<file path="src/rtl/ps2_pkg.sv">
// PS/2 receive/decode shared definitions.
//   SC_BREAK / SC_EXT : prefix bytes stripped by the decoder
//   FRAME_BITS        : start + 8 data + parity + stop
//   rx_state_e        : frame receiver state encoding
//   sc_to_alph()      : set-2 letter make code -> 1..26, 0 for anything else
package ps2_pkg;

    localparam logic [7:0]  SC_BREAK   = 8'hF0;
    localparam logic [7:0]  SC_EXT     = 8'hE0;
    localparam int unsigned FRAME_BITS = 11;

    typedef enum logic [1:0] {
        IDLE  = 2'd0,
        RECV  = 2'd1,
        CHECK = 2'd2
    } rx_state_e;

    function automatic logic [4:0] sc_to_alph(input logic [7:0] sc);
        logic [4:0] idx;
        case (sc)
            8'h1C: idx = 5'd1;   8'h32: idx = 5'd2;   8'h21: idx = 5'd3;
            8'h23: idx = 5'd4;   8'h24: idx = 5'd5;   8'h2B: idx = 5'd6;
            8'h34: idx = 5'd7;   8'h33: idx = 5'd8;   8'h43: idx = 5'd9;
            8'h3B: idx = 5'd10;  8'h42: idx = 5'd11;  8'h4B: idx = 5'd12;
            8'h3A: idx = 5'd13;  8'h31: idx = 5'd14;  8'h44: idx = 5'd15;
            8'h4D: idx = 5'd16;  8'h15: idx = 5'd17;  8'h2D: idx = 5'd18;
            8'h1B: idx = 5'd19;  8'h2C: idx = 5'd20;  8'h3C: idx = 5'd21;
            8'h2A: idx = 5'd22;  8'h1D: idx = 5'd23;  8'h22: idx = 5'd24;
            8'h35: idx = 5'd25;  8'h1A: idx = 5'd26;
            default: idx = 5'd0;
        endcase
        return idx;
    endfunction

endpackage

</file>
<file path="src/rtl/ps2_frame_rx.sv">
// PS/2 frame receiver: synchronises the raw pins, detects PS/2 clock falling
// edges, shifts in an 11-bit frame LSB first and checks odd parity and stop.
//   clk, rst_n  : system clock, async active-low reset
//   ps2_clk     : raw PS/2 clock pin
//   ps2_data    : raw PS/2 data pin
//   rx_byte     : received data byte (valid while byte_vld is high)
//   byte_vld    : one-cycle strobe, good frame
//   frame_err   : one-cycle strobe, parity/stop error or partial-frame timeout
module ps2_frame_rx
    import ps2_pkg::*;
#(
    parameter int unsigned TIMEOUT_CYC = 200000,
    parameter int unsigned SYNC_STAGES = 2
) (
    input  logic       clk,
    input  logic       rst_n,
    input  logic       ps2_clk,
    input  logic       ps2_data,
    output logic [7:0] rx_byte,
    output logic       byte_vld,
    output logic       frame_err
);

    localparam int unsigned TW = $clog2(TIMEOUT_CYC + 1);
    localparam logic [3:0]  LAST_BIT = 4'(FRAME_BITS - 1);

    logic [SYNC_STAGES-1:0] clk_sync_q, clk_sync_d;
    logic [SYNC_STAGES-1:0] data_sync_q, data_sync_d;
    logic                   clk_prev_q, clk_prev_d;
    rx_state_e              state_q, state_d;
    logic [3:0]             bit_cnt_q, bit_cnt_d;
    logic [9:0]             shift_q, shift_d;
    logic [TW-1:0]          tmo_q, tmo_d;

    logic clk_s, data_s, fe, tmo_hit;

    assign clk_s   = clk_sync_q[SYNC_STAGES-1];
    assign data_s  = data_sync_q[SYNC_STAGES-1];
    assign fe      = clk_prev_q & ~clk_s;
    assign tmo_hit = (tmo_q == TW'(TIMEOUT_CYC));
    assign rx_byte = shift_q[7:0];

    always_comb begin
        clk_sync_d  = {clk_sync_q[SYNC_STAGES-2:0], ps2_clk};
        data_sync_d = {data_sync_q[SYNC_STAGES-2:0], ps2_data};
        clk_prev_d  = clk_s;
        tmo_d       = fe ? '0 : (tmo_hit ? tmo_q : tmo_q + TW'(1));

        state_d   = state_q;
        bit_cnt_d = bit_cnt_q;
        shift_d   = shift_q;
        byte_vld  = 1'b0;
        frame_err = 1'b0;

        case (state_q)
            IDLE: begin
                // A falling edge with data high is not a start bit: ignore it.
                if (fe && !data_s) begin
                    state_d   = RECV;
                    bit_cnt_d = 4'd1;
                end
            end
            RECV: begin
                // An edge in the same cycle as the timeout keeps the frame alive.
                if (fe) begin
                    shift_d = {data_s, shift_q[9:1]};
                    if (bit_cnt_q == LAST_BIT) begin
                        state_d   = CHECK;
                        bit_cnt_d = '0;
                    end else begin
                        bit_cnt_d = bit_cnt_q + 4'd1;
                    end
                end else if (tmo_hit) begin
                    frame_err = 1'b1;
                    state_d   = IDLE;
                    bit_cnt_d = '0;
                end
            end
            CHECK: begin
                // shift_q = {stop, parity, data[7:0]}; odd parity over data+parity.
                state_d = IDLE;
                if (shift_q[9] && (^shift_q[8:0])) begin
                    byte_vld = 1'b1;
                end else begin
                    frame_err = 1'b1;
                end
            end
            default: begin
                state_d   = IDLE;
                bit_cnt_d = '0;
            end
        endcase
    end

    always_ff @(posedge clk or negedge rst_n) begin
        if (!rst_n) begin
            clk_sync_q  <= '1;
            data_sync_q <= '1;
            clk_prev_q  <= 1'b1;
            state_q     <= IDLE;
            bit_cnt_q   <= '0;
            shift_q     <= '0;
            tmo_q       <= '0;
        end else begin
            clk_sync_q  <= clk_sync_d;
            data_sync_q <= data_sync_d;
            clk_prev_q  <= clk_prev_d;
            state_q     <= state_d;
            bit_cnt_q   <= bit_cnt_d;
            shift_q     <= shift_d;
            tmo_q       <= tmo_d;
        end
    end

endmodule

</file>
<file path="src/rtl/ps2_key_decoder.sv">
// PS/2 keyboard receive-and-decode stage. Strips F0 (break) and E0 (extended)
// prefixes and reports letter make codes as index 1..26.
//   clk, rst   : system clock, async active-low reset
//   clk_in     : raw PS/2 clock pin
//   data_in    : raw PS/2 data pin
//   alph       : last letter pressed, 1=A..26=Z, 0 = none since reset
//   key_valid  : one-cycle pulse when alph is loaded by a letter make code
//   scan_code  : last accepted data byte, prefixes included
//   frame_err  : one-cycle pulse on a rejected or timed-out frame
module ps2_key_decoder
    import ps2_pkg::*;
#(
    parameter int unsigned TIMEOUT_CYC = 200000,
    parameter int unsigned SYNC_STAGES = 2
) (
    input  logic       clk,
    input  logic       rst,
    input  logic       clk_in,
    input  logic       data_in,
    output logic [4:0] alph,
    output logic       key_valid,
    output logic [7:0] scan_code,
    output logic       frame_err
);

    logic [7:0] rx_byte;
    logic       byte_vld;
    logic       rx_err;

    ps2_frame_rx #(
        .TIMEOUT_CYC (TIMEOUT_CYC),
        .SYNC_STAGES (SYNC_STAGES)
    ) u_rx (
        .clk       (clk),
        .rst_n     (rst),
        .ps2_clk   (clk_in),
        .ps2_data  (data_in),
        .rx_byte   (rx_byte),
        .byte_vld  (byte_vld),
        .frame_err (rx_err)
    );

    logic [4:0] alph_q, alph_d;
    logic       key_valid_q, key_valid_d;
    logic [7:0] scan_code_q, scan_code_d;
    logic       brk_q, brk_d;
    logic       ext_q, ext_d;
    logic [4:0] idx;

    assign idx = sc_to_alph(rx_byte);

    always_comb begin
        alph_d      = alph_q;
        key_valid_d = 1'b0;
        scan_code_d = scan_code_q;
        brk_d       = brk_q;
        ext_d       = ext_q;

        if (byte_vld) begin
            scan_code_d = rx_byte;
            if (rx_byte == SC_BREAK) begin
                brk_d = 1'b1;
            end else if (rx_byte == SC_EXT) begin
                ext_d = 1'b1;
            end else if (brk_q || ext_q) begin
                // Byte following a prefix is consumed without a report.
                brk_d = 1'b0;
                ext_d = 1'b0;
            end else if (idx != 5'd0) begin
                alph_d      = idx;
                key_valid_d = 1'b1;
            end
        end
    end

    always_ff @(posedge clk or negedge rst) begin
        if (!rst) begin
            alph_q      <= '0;
            key_valid_q <= 1'b0;
            scan_code_q <= '0;
            brk_q       <= 1'b0;
            ext_q       <= 1'b0;
        end else begin
            alph_q      <= alph_d;
            key_valid_q <= key_valid_d;
            scan_code_q <= scan_code_d;
            brk_q       <= brk_d;
            ext_q       <= ext_d;
        end
    end

    assign alph      = alph_q;
    assign key_valid = key_valid_q;
    assign scan_code = scan_code_q;
    assign frame_err = rx_err;

endmodule
</file>
<file path="config.mk">
export PLATFORM = sky130hd
export DESIGN_NAME = ps2_key_decoder
export DESIGN_NICKNAME = d
export VERILOG_FILES = /design/src/rtl/ps2_pkg.sv /design/src/rtl/ps2_frame_rx.sv /design/src/rtl/ps2_key_decoder.sv
export SDC_FILE = /design/constraint.sdc
export NUM_CORES = 1
export LEC_CHECK = 0
export CORE_MARGIN = 1
export CORE_UTILIZATION = 60
export CTS_CLUSTER_SIZE = 28
export DETAILED_ROUTE_END_ITERATION = 8
export HOLD_SLACK_MARGIN = 0.08
export PLACE_DENSITY = 0.8
export SLEW_MARGIN = 20
export SYNTH_ARGS = -nofsm -noshare
export SYNTH_HDL_FRONTEND = slang
export SYNTH_HIERARCHICAL = 1
export SYNTH_SLANG_ARGS = --single-unit
</file>
<file path="constraint.sdc">
create_clock -name clk -period 2.9 [get_ports clk]
set_input_delay 0.29 -clock clk [delete_from_list [all_inputs] [get_ports clk]]
set_output_delay 0.29 -clock clk [all_outputs]
set_load 0.02 [all_outputs]
</file>
# Word-level counts from Yosys, hierarchy flattened
# Memories as Yosys holds them, arrays and structs flattened.
# Cells that the tools add are included.
[word_totals]
register_bits = 55
rom_bits = 640
memories = 1
in_bits = 4
[mem_list]
columns = ["name", "depth", "width", "read_ports", "rd_ports_with_merged_regs", "write_ports", "line_no", "text"]
rows = [
  ["(name not given)", 128, 5, 1, 0, 0, "ps2_pkg.sv:20", "case (sc)"],
]
[classes]
muxes = 28
reduce_logical = 15
bitwise = 6
n_addsub = 2
eq_ne = 11
[ops]
columns = ["cell", "count"]
rows = [
  ["two-way mux 18 bit", 2],
  ["adder 18 x 1 -> 18 bit, second input constant", 1],
  ["== test 18 bit, second input constant", 1],
  ["== test 8 bit, second input constant", 2],
  ["two-way mux 4 bit", 4],
  ["two-way mux 1 bit", 14],
  ["one-hot mux 4 bit (3 select lines)", 1],
  ["AND reduction 3 bit", 4],
  ["XOR reduction 9 bit", 1],
  ["two-way mux 2 bit", 4],
  ["two-way mux 5 bit", 1],
  ["inverter 1 bit", 5],
  ["AND reduction 5 bit", 1],
  ["nonzero test 5 bit", 1],
  ["adder 4 x 1 -> 4 bit, second input constant", 1],
  ["== test 4 bit, second input constant", 1],
  ["!= test 2 x 1 -> 1 bit, second input constant", 2],
  ["one-hot mux 2 bit (2 select lines)", 1],
  ["nonzero test 2 bit", 2],
  ["!= test 3 x 1 -> 1 bit, second input constant", 1],
  ["!= test 3 bit, second input constant", 1],
  ["== test 2 x 1 -> 1 bit, second input constant", 1],
  ["== test 2 bit, second input constant", 1],
  ["logical AND 1 bit", 2],
  ["other kinds (7)", 7],
]

# Longest topological paths before layout
# Gate-level depths: netlist (run 1).
# An unclocked memory read counts as a cell.
[logic_depth]
ltp_word = 8
mapped_depth = 9

# Modules after synthesis
# Netlist (run 1), hierarchy kept.
[modules_own_cells]
columns = ["mod", "n_inst", "cells_per_inst", "area_each_um2"]
rows = [
  ["ps2_frame_rx", 1, 214, 2100.8],
  ["ps2_key_decoder", 1, 123, 1191.1],
]

# Least setup slack after synthesis (run 1)
# No wires, ideal clock.
[synth_path]
path_type = "flip-flop to flip-flop"
from = "register u_rx.shift_q[1]"
to = "register alph_q[1], in the netlist alph[1]"
n_path_buf = 1
period_less_slack_ps = 2145
path_stages_with_launch = 10
setup_slack_ps = 755
arrival_ps = 2014
cell_sequence = "dfrtp_1 > buf_4 > inv_1 > ha_1 > or3b_1 > a211oi_1 > o41a_1 > a211oi_4 > a31oi_4 > o22ai_1"
[synth_via]
elab_chain_cells = 5
word_cells_on_any_way = 12
classes_between = "2 x eq/ne; 3 x mux; 2 x bitwise; 4 x reduce/logical; 1 x memory"
[synth_lines]
columns = ["item", "line_no", "text"]
rows = [
  ["from (decl)", "ps2_frame_rx.sv:32", "logic [9:0] shift_q, shift_d;"],
  ["from (signal assigned)", "ps2_frame_rx.sv:110", "shift_q <= shift_d;"],
  ["branches (longest 5 deep; another with memory read (128 x 5 bit))", "--", ""],
  ["to (signal assigned)", "ps2_key_decoder.sv:84", "alph_q <= alph_d;"],
  ["to (decl)", "ps2_key_decoder.sv:43", "logic [4:0] alph_q, alph_d;"],
]
# Several ways; the timed one is not identified.
# A chain may end at the register's enable or synchronous reset.

# Worst setup path after layout (run 1)
[layout_path]
from = "register u_rx.shift_q[2]"
to = "output port frame_err"
[layout_via]
elab_chain_cells = 4
[layout_lines]
columns = ["item", "line_no", "text"]
rows = [
  ["XOR reduction 9 bit", "ps2_frame_rx.sv:82", "if (shift_q[9] && (^shift_q[8:0])) begin"],
  ["logical AND 1 bit", "ps2_frame_rx.sv:82", ""],
  ["two-way mux 1 bit", "ps2_frame_rx.sv:82", ""],
  ["one-hot mux 1 bit (2 select lines)", "ps2_frame_rx.sv:55", "case (state_q)"],
  ["to (decl)", "ps2_key_decoder.sv:23", "output logic frame_err"],
]
# Every way passes these cells.

==> impl_results.md, run 1 <==
- WP buf/inv: 1
- Mean Syn Cell Area: 9.77 µm²
- Routability cong.: 0.916
- DR WL/cell: 14.8 µm
- Fmax achieved: 377 MHz
- Tmin final: 2650 ps
- Setup Fix Bufs, Post-CTS: 0
- Power, Total: 0.00219 W
- Relative max-transition margin: 47.5%
- Vias: 2471
- Post-cts resize count: 0
- DRC: 0
- Pin count of the biggest net entering global routing: 35
- Pwr Density: 604 nW/µm²
- Hold Vio Cnt, Final: 0
- Max cap viols: 0
- CP endpoint kind: output port
- Asr flop ratio synth: 100%
- Post-Route WL: 6.28 mm
- Clock transition at path regs: 90 ps
- First-pass GRT wire length: 11.0 mm
- Ant. Diodes: 0
- Initial Utilization: 63.2%
- Initial antenna violation count: 0
- I/O pins: 19
- Synth Area in Compound Gates: 15.2%
- Clock Path Buffers: 2
- Adder-cell area share of the yosys netlist: 3.42%
- Clk_skew: 12.2 ps
- H-Tree Depth: 2
- # rows: 26
- Root buffer cell: clkbuf_8
- Static Leakage: 1.54 nW
- Drt initial violations: 80
- ANT nets after route: 0
- Post-DP HPWL: 4.46 mm
- Post-layout net count: 366
- R2R setup slack: 550 ps
- Number of flops mapped to enable cells by yosys: 0
- Latest clock arrival within the worst-skew pair: 310 ps
- CTS tree: done
- WP data required: 2610 ps
- Syn Inst Count: 337
- Yosys warns: 6
- Core area: 5200 µm²
- Max VDD drop: 0.505 mV
- Die height: 76.1 µm
- Dominant synthesized flop cell: dfrtp_1
- Top delay family on crit path: XOR/XNOR gates
- Setup Viol. Count Final: 0
- Period utilization: 91.4%
- Gr usage total: 23.8%
- Clock net sink count: 55
- Slew of the pin with the lowest slew margin: 785 ps
- Post-synth cell types: 64
- CP startpoint kind: register
- Post-Syn Nets: 350
- Cts hold-fix bufs: 1
- Cts bufs inserted: 5
- Hold WC Path Type: register to register
- Post-Synth XOR/XNOR Area: 6.27%
- Total die area: 5790 µm²
- Crit-path max cell delay: 590 ps
- Final Max Slew Viols: 0
- Post-synthesis mux area share: 5.28%
- Setup CP Type: register to output port
- DRT Pass-1 Iters: 4
- #FFs+latches synth: 55
- Synth Cell Area: 3290 µm²
- Status: finished clean
- Grt ovf: 0
- Setup TNS: 0 ps
- Post-synthesis sequential area ratio: 42.0%
- Post-synthesis simple-gate area fraction: 21.1%
- Chip width: 76.1 µm
- Largest family of logic cells by synthesized area: simple AND/OR/NAND/NOR gates
- CP max stage cell: clkdlybuf4s50_1
- IO Port Bufs: 18
- Area growth syn-to-layout: 10.1%
- Routed vias/inst: 5.83
- Crit path max fanout: 2
- Vias in the first global route: 2356
- Crit path arrival time: 2360 ps
- Share of cells above drive strength 1: 15.5%
- Unrepaired setup endpoints after global routing: no
- CP cell instances: xor2_1, xnor3_1, xnor2_1, a21boi_0, o21a_1, clkdlybuf4s50_1
==> logic make-up after synthesis <==
logic type / after synthesis
buffers and inverters: 42
and+or+nand+nor: 127
adders and majority gates: 9
AOI/OAI and AO/OA: 66
DFF: 55
xor gates and xnor gates: 22
muxes: 16
==> final timing paths <==
check / cells past startpoint / to / from
setup / recovery: 6 / frame_err / u_rx/shift_q[2]
hold / removal: 0 / u_rx/data_sync_q[1] / u_rx/data_sync_q[0]
setup reg to reg: 8 / alph[2] / u_rx/shift_q[0]
hold reg to reg: 0 / u_rx/data_sync_q[1] / u_rx/data_sync_q[0]
max in group asynchronous: 3 / u_rx/clk_sync_q[0] / rst
min in group asynchronous: 2 / alph[2] / rst
==> where the power goes <==
group          switching [W]  internal, W
registers          0.0000936     0.000861
logic               0.000405     0.000326
clock network       0.000245     0.000257
==> flip-flops by register name (all words and copies together), names as in the netlist <==
signal	flops
u_rx/clk_prev_q	1
u_rx/shift_q	10
u_rx/tmo_q	18
u_rx/clk_sync_q	2
brk_q	1
u_rx/data_sync_q	2
u_rx/state_q	2
alph	5
key_valid	1
scan_code	8
u_rx/bit_cnt_q	4
ext_q	1
==> metrics by stage <==
stage / instance area [µm²] / util, % / setup WS, ps / hold WS, ps / cells
floorplan: 3290 / - / 755 / -5.59 / 337
global placement: 3500 / 67.3 / 585 / 346 / 415
detailed placement: 3500 / 67.3 / 578 / 348 / 415
CTS: 3620 / 69.6 / 230 / 361 / 424
global route: 3620 / 69.6 / 117 / 367 / 424
finish: 3620 / 69.6 / 249 / 360 / 424
==> layout make-up <==
| class | instances | area [µm²] |
|---|---|---|
| fillers | 421 | 1580 |
| inverters | 20 | 75.1 |
| well taps | 70 | 87.6 |
| clock buffers | 5 | 68.8 |
| repair buffers | 31 | 275 |
| clock inverters | 3 | 43.8 |
| multi-input cells | 240 | 1690 |
| flip-flops and latches | 55 | 1380 |
==> cells in the mapped netlist, drive strengths merged, types with 5 or more instances <==
cell,count,area [µm²]
a211oi,5,50.1
a21o,5,38.8
a21oi,12,63.8
a31oi,6,58.8
buf,17,125
clkbuf,5,18.8
dfrtp,50,1250
dfstp,5,131
ha,9,113
inv,20,75.1
mux2,11,124
mux2i,5,50.1
nand2,40,150
nand3,10,50.1
nand3b,5,37.5
nor2,28,105
nor2b,5,31.3
o21ai,8,40.0
o22ai,5,31.3
xnor2,10,87.6
xor2,11,96.3
==> layer usage <==
layer	track usage, %	wire (µm)	vias to the layer above
li1	-	-	1218
met4	9.42	121	0
met2	40.1	3120	56
met3	3.47	224	13
met1	31.0	2810	1184
met5	0	0	-
==> cells in the final DEF, fill, tap and decap left out, drive strengths merged, types with 5 or more instances in the layout <==
cell	count
mux2	11
dfrtp	50
nor2	28
ha	9
xor2	11
o21ai	8
inv	20
a211oi	5
dfstp	5
nand3b	5
clkbuf	5
nor2b	5
xnor2	10
a21oi	12
a21o	5
clkdlybuf4s50	17
buf	13
a31oi	6
o22ai	5
nand3	10
nand2	40
mux2i	5
Note: power is estimated with default switching activity, not from simulation.
==> run 2, diff against run 1 <==
--- a/config.mk
+++ b/config.mk
@@ -11,6 +11,7 @@
 export DETAILED_ROUTE_END_ITERATION = 8
 export HOLD_SLACK_MARGIN = 0.08
 export PLACE_DENSITY = 0.8
+export SKIP_LAST_GASP = 1
 export SLEW_MARGIN = 20
 export SYNTH_ARGS = -nofsm -noshare
 export SYNTH_HDL_FRONTEND = slang
==> results of run 2 <==
No change in the layout: final DEF, timing and power equal those of run 1.
==> run 3, diff against run 2 <==
--- a/config.mk
+++ b/config.mk
@@ -11,6 +11,7 @@
 export DETAILED_ROUTE_END_ITERATION = 8
 export HOLD_SLACK_MARGIN = 0.08
 export PLACE_DENSITY = 0.8
+export REMOVE_ABC_BUFFERS = 1
 export SKIP_LAST_GASP = 1
 export SLEW_MARGIN = 20
 export SYNTH_ARGS = -nofsm -noshare
==> impl_results.md, run 3 (synthesis gave the netlist of run 1 again) <==
- Status: finished clean
- Dpl cells: 412 (-0.72%)
- Period utilization: 91.1% (-0.31 points)
- Routability cong.: 0.894 (-2.4%)
- Pin count of the biggest net entering global routing: 56 (+60%)
- Area of the multi-input gates: 1690 µm² (unchanged)
- Setup Viol. Count Final: 0 (unchanged)
- Largest register FFs: 18 (unchanged)
- Vias: 2467 (-0.16%)
- Setup Fix Bufs, Post-CTS: 0 (unchanged)
- Routed vias/inst: 5.87 (+0.79%)
- Largest Register: u_rx/tmo_q
- Final Max Slew Viols: 0 (unchanged)
- Cts hold-fix bufs: 0 (-1)
- Most frequent cells in the layout: 50 x dfrtp_1, 40 x nand2_1, 28 x nor2_1
- Gr usage total: 23.8% (+0.081 points)
- Area growth syn-to-layout: 8.44%
- Int Pwr: 0.00137 W (-4.9%)
- CTS tree: done
- Fillers: 404 (-4.0%)
- Static Leakage: 1.51 nW (-1.9%)
- Slew of the pin with the lowest slew margin: 708 ps (-77.2 ps)
- Core area: 5200 µm² (unchanged)
- Cts bufs inserted: 5 (unchanged)
- Crit path arrival time: 2350 ps (about the same)
- Commonest non-fill, non-tap cell in the layout: dfrtp_1
- Relative max-transition margin: 52.6% (+5.2 points)
- CP startpoint kind: register
- Post-DP HPWL: 4.40 mm (-1.3%)
- Max VDD drop: 0.492 mV (-2.5%)
- IO Port Bufs: 18 (unchanged)
- Pwr Density: 592 nW/µm² (-2.0%)
- Grt ovf: 0 (unchanged)
- Latest clock arrival within the worst-skew pair: 300 ps (about the same)
- First-pass GRT wire length: 11.2 mm (+2.5%)
- Chip width: 76.1 µm (unchanged)
- Tmin final: 2640 ps (-8.88 ps)
- Post-cts resize count: 0 (unchanged)
- DRC: 0 (unchanged)
- Post-layout net count: 362 (-1.1%)
- Max cap viols: 0 (unchanged)
- Clock Path Buffers: 2 (unchanged)
- Drt initial violations: 64 (-20%)
- DR WL/cell: 14.7 µm (-0.50%)
- H-Tree Depth: 2 (unchanged)
- Hold WC Path Type: input port to async pin
- Non-Filler Instances: 420 (-0.94%)
- Setup TNS: 0 ps (unchanged)
- Clock net sink count: 55 (unchanged)
- Sequential cell area: 1380 µm² (unchanged)
- Share of power burned in registers: 45.6% (+2.0 points)
- Unrepaired setup endpoints after global routing: no
- I/O pins: 19 (unchanged)
- Initial Utilization: 63.2% (unchanged)
- Ant. Diodes: 0 (unchanged)
- Clock transition at path regs: 90 ps (about the same)
- Clk pwr share: 20.1% (-2.8 points)
- Die height: 76.1 µm (unchanged)
- Sw Ratio: 35.0% (+1.0 points)
- Fin Hold WS: 95.2 ps (-265 ps)
- Hold Vio Cnt, Final: 0 (unchanged)
- Gate power share: 34.4% (+1.0 points)
- Crit path max fanout: 2 (unchanged)
- Setup CP Type: register to output port
- CP endpoint kind: output port
- WP data required: 2610 ps (about the same)
- Share of cells above drive strength 1: 14.6% (-0.97 points)
- DRT Pass-1 Iters: 4 (unchanged)
- P_sw: 0.000739 W (-0.63%)
- Clk_skew: 7.42 ps (-4.80 ps)
- Total die area: 5790 µm² (unchanged)
- ANT nets after route: 0 (unchanged)
- Initial antenna violation count: 0 (unchanged)
- Root buffer cell: clkbuf_8
- Vias in the first global route: 2447 (+3.9%)
- Post-Route WL: 6.19 mm (-1.4%)
- Fmax achieved: 379 MHz (+0.34%)
- # rows: 26 (unchanged)
-- run 3: cell type report --
type,instances,share of cell area [%]
Clock buffer,7,2.42
Timing Repair Buffer,27,6.80
Sequential cell,55,38.7
Clock inverter,1,0.140
Tap cell,70,2.45
Inverter,20,2.10
Multi-Input combinational cell,240,47.4
-- run 3: routing by layer --
layer,part of all wire (%),vias up,GRT usage [%]
met5,0,-,0
met4,1.5,0,6.92
met3,3.0,12,4.79
met2,51,51,42.2
met1,45,1206,29.5
li1,-,1198,-
-- run 3: worst paths after layout --
check / endpoint / from / cells past startpoint / slack [ps]
worst max-delay path: frame_err / u_rx/shift_q[2] / 6 / 260
worst min-delay path: alph[4] / rst / 2 / 100
worst max register to register: alph[2] / u_rx/shift_q[1] / 8 / 460
worst min register to register: u_rx/data_sync_q[1] / u_rx/data_sync_q[0] / 0 / 360
max in group asynchronous: u_rx/tmo_q[9] / rst / 2 / 2350
min in group clk: u_rx/data_sync_q[1] / u_rx/data_sync_q[0] / 0 / 360
-- run 3: through the flow --
| stage | power (W) | area, µm² | setup WS [ps] | util (%) |
|---|---|---|---|---|
| 3_3_place_gp | 0.00167 | 3480 | 568 | 66.8 |
| 2_1_floorplan | 0.00148 | 3150 | 223 | - |
| 6_report | 0.00211 | 3570 | 258 | 68.6 |
| 4_1_cts | 0.00213 | 3570 | 228 | 68.6 |
| 3_5_place_dp | 0.00169 | 3480 | 483 | 66.8 |
| 5_1_grt | 0.00226 | 3570 | 105 | 68.6 |
-- run 3: worst max-delay path, stage by stage (launching register included) --
cell and delay (ps):
dfrtp_1 400, xor2_1 150, xnor3_1 410, xnor2_1 140, a21boi_0 200, o21a_1 150, clkdlybuf4s50_1 600
-- run 3: power by group through the flow --
stage / Clock, W / Combinational [W] / Sequential (W)
2_1_floorplan: 0 / 0.000485 / 0.000997
3_3_place_gp: 0 / 0.000698 / 0.000971
3_5_place_dp: 0 / 0.000716 / 0.000977
4_1_cts: 0.000445 / 0.000722 / 0.000963
5_1_grt: 0.000475 / 0.000800 / 0.000981
6_report: 0.000423 / 0.000726 / 0.000962
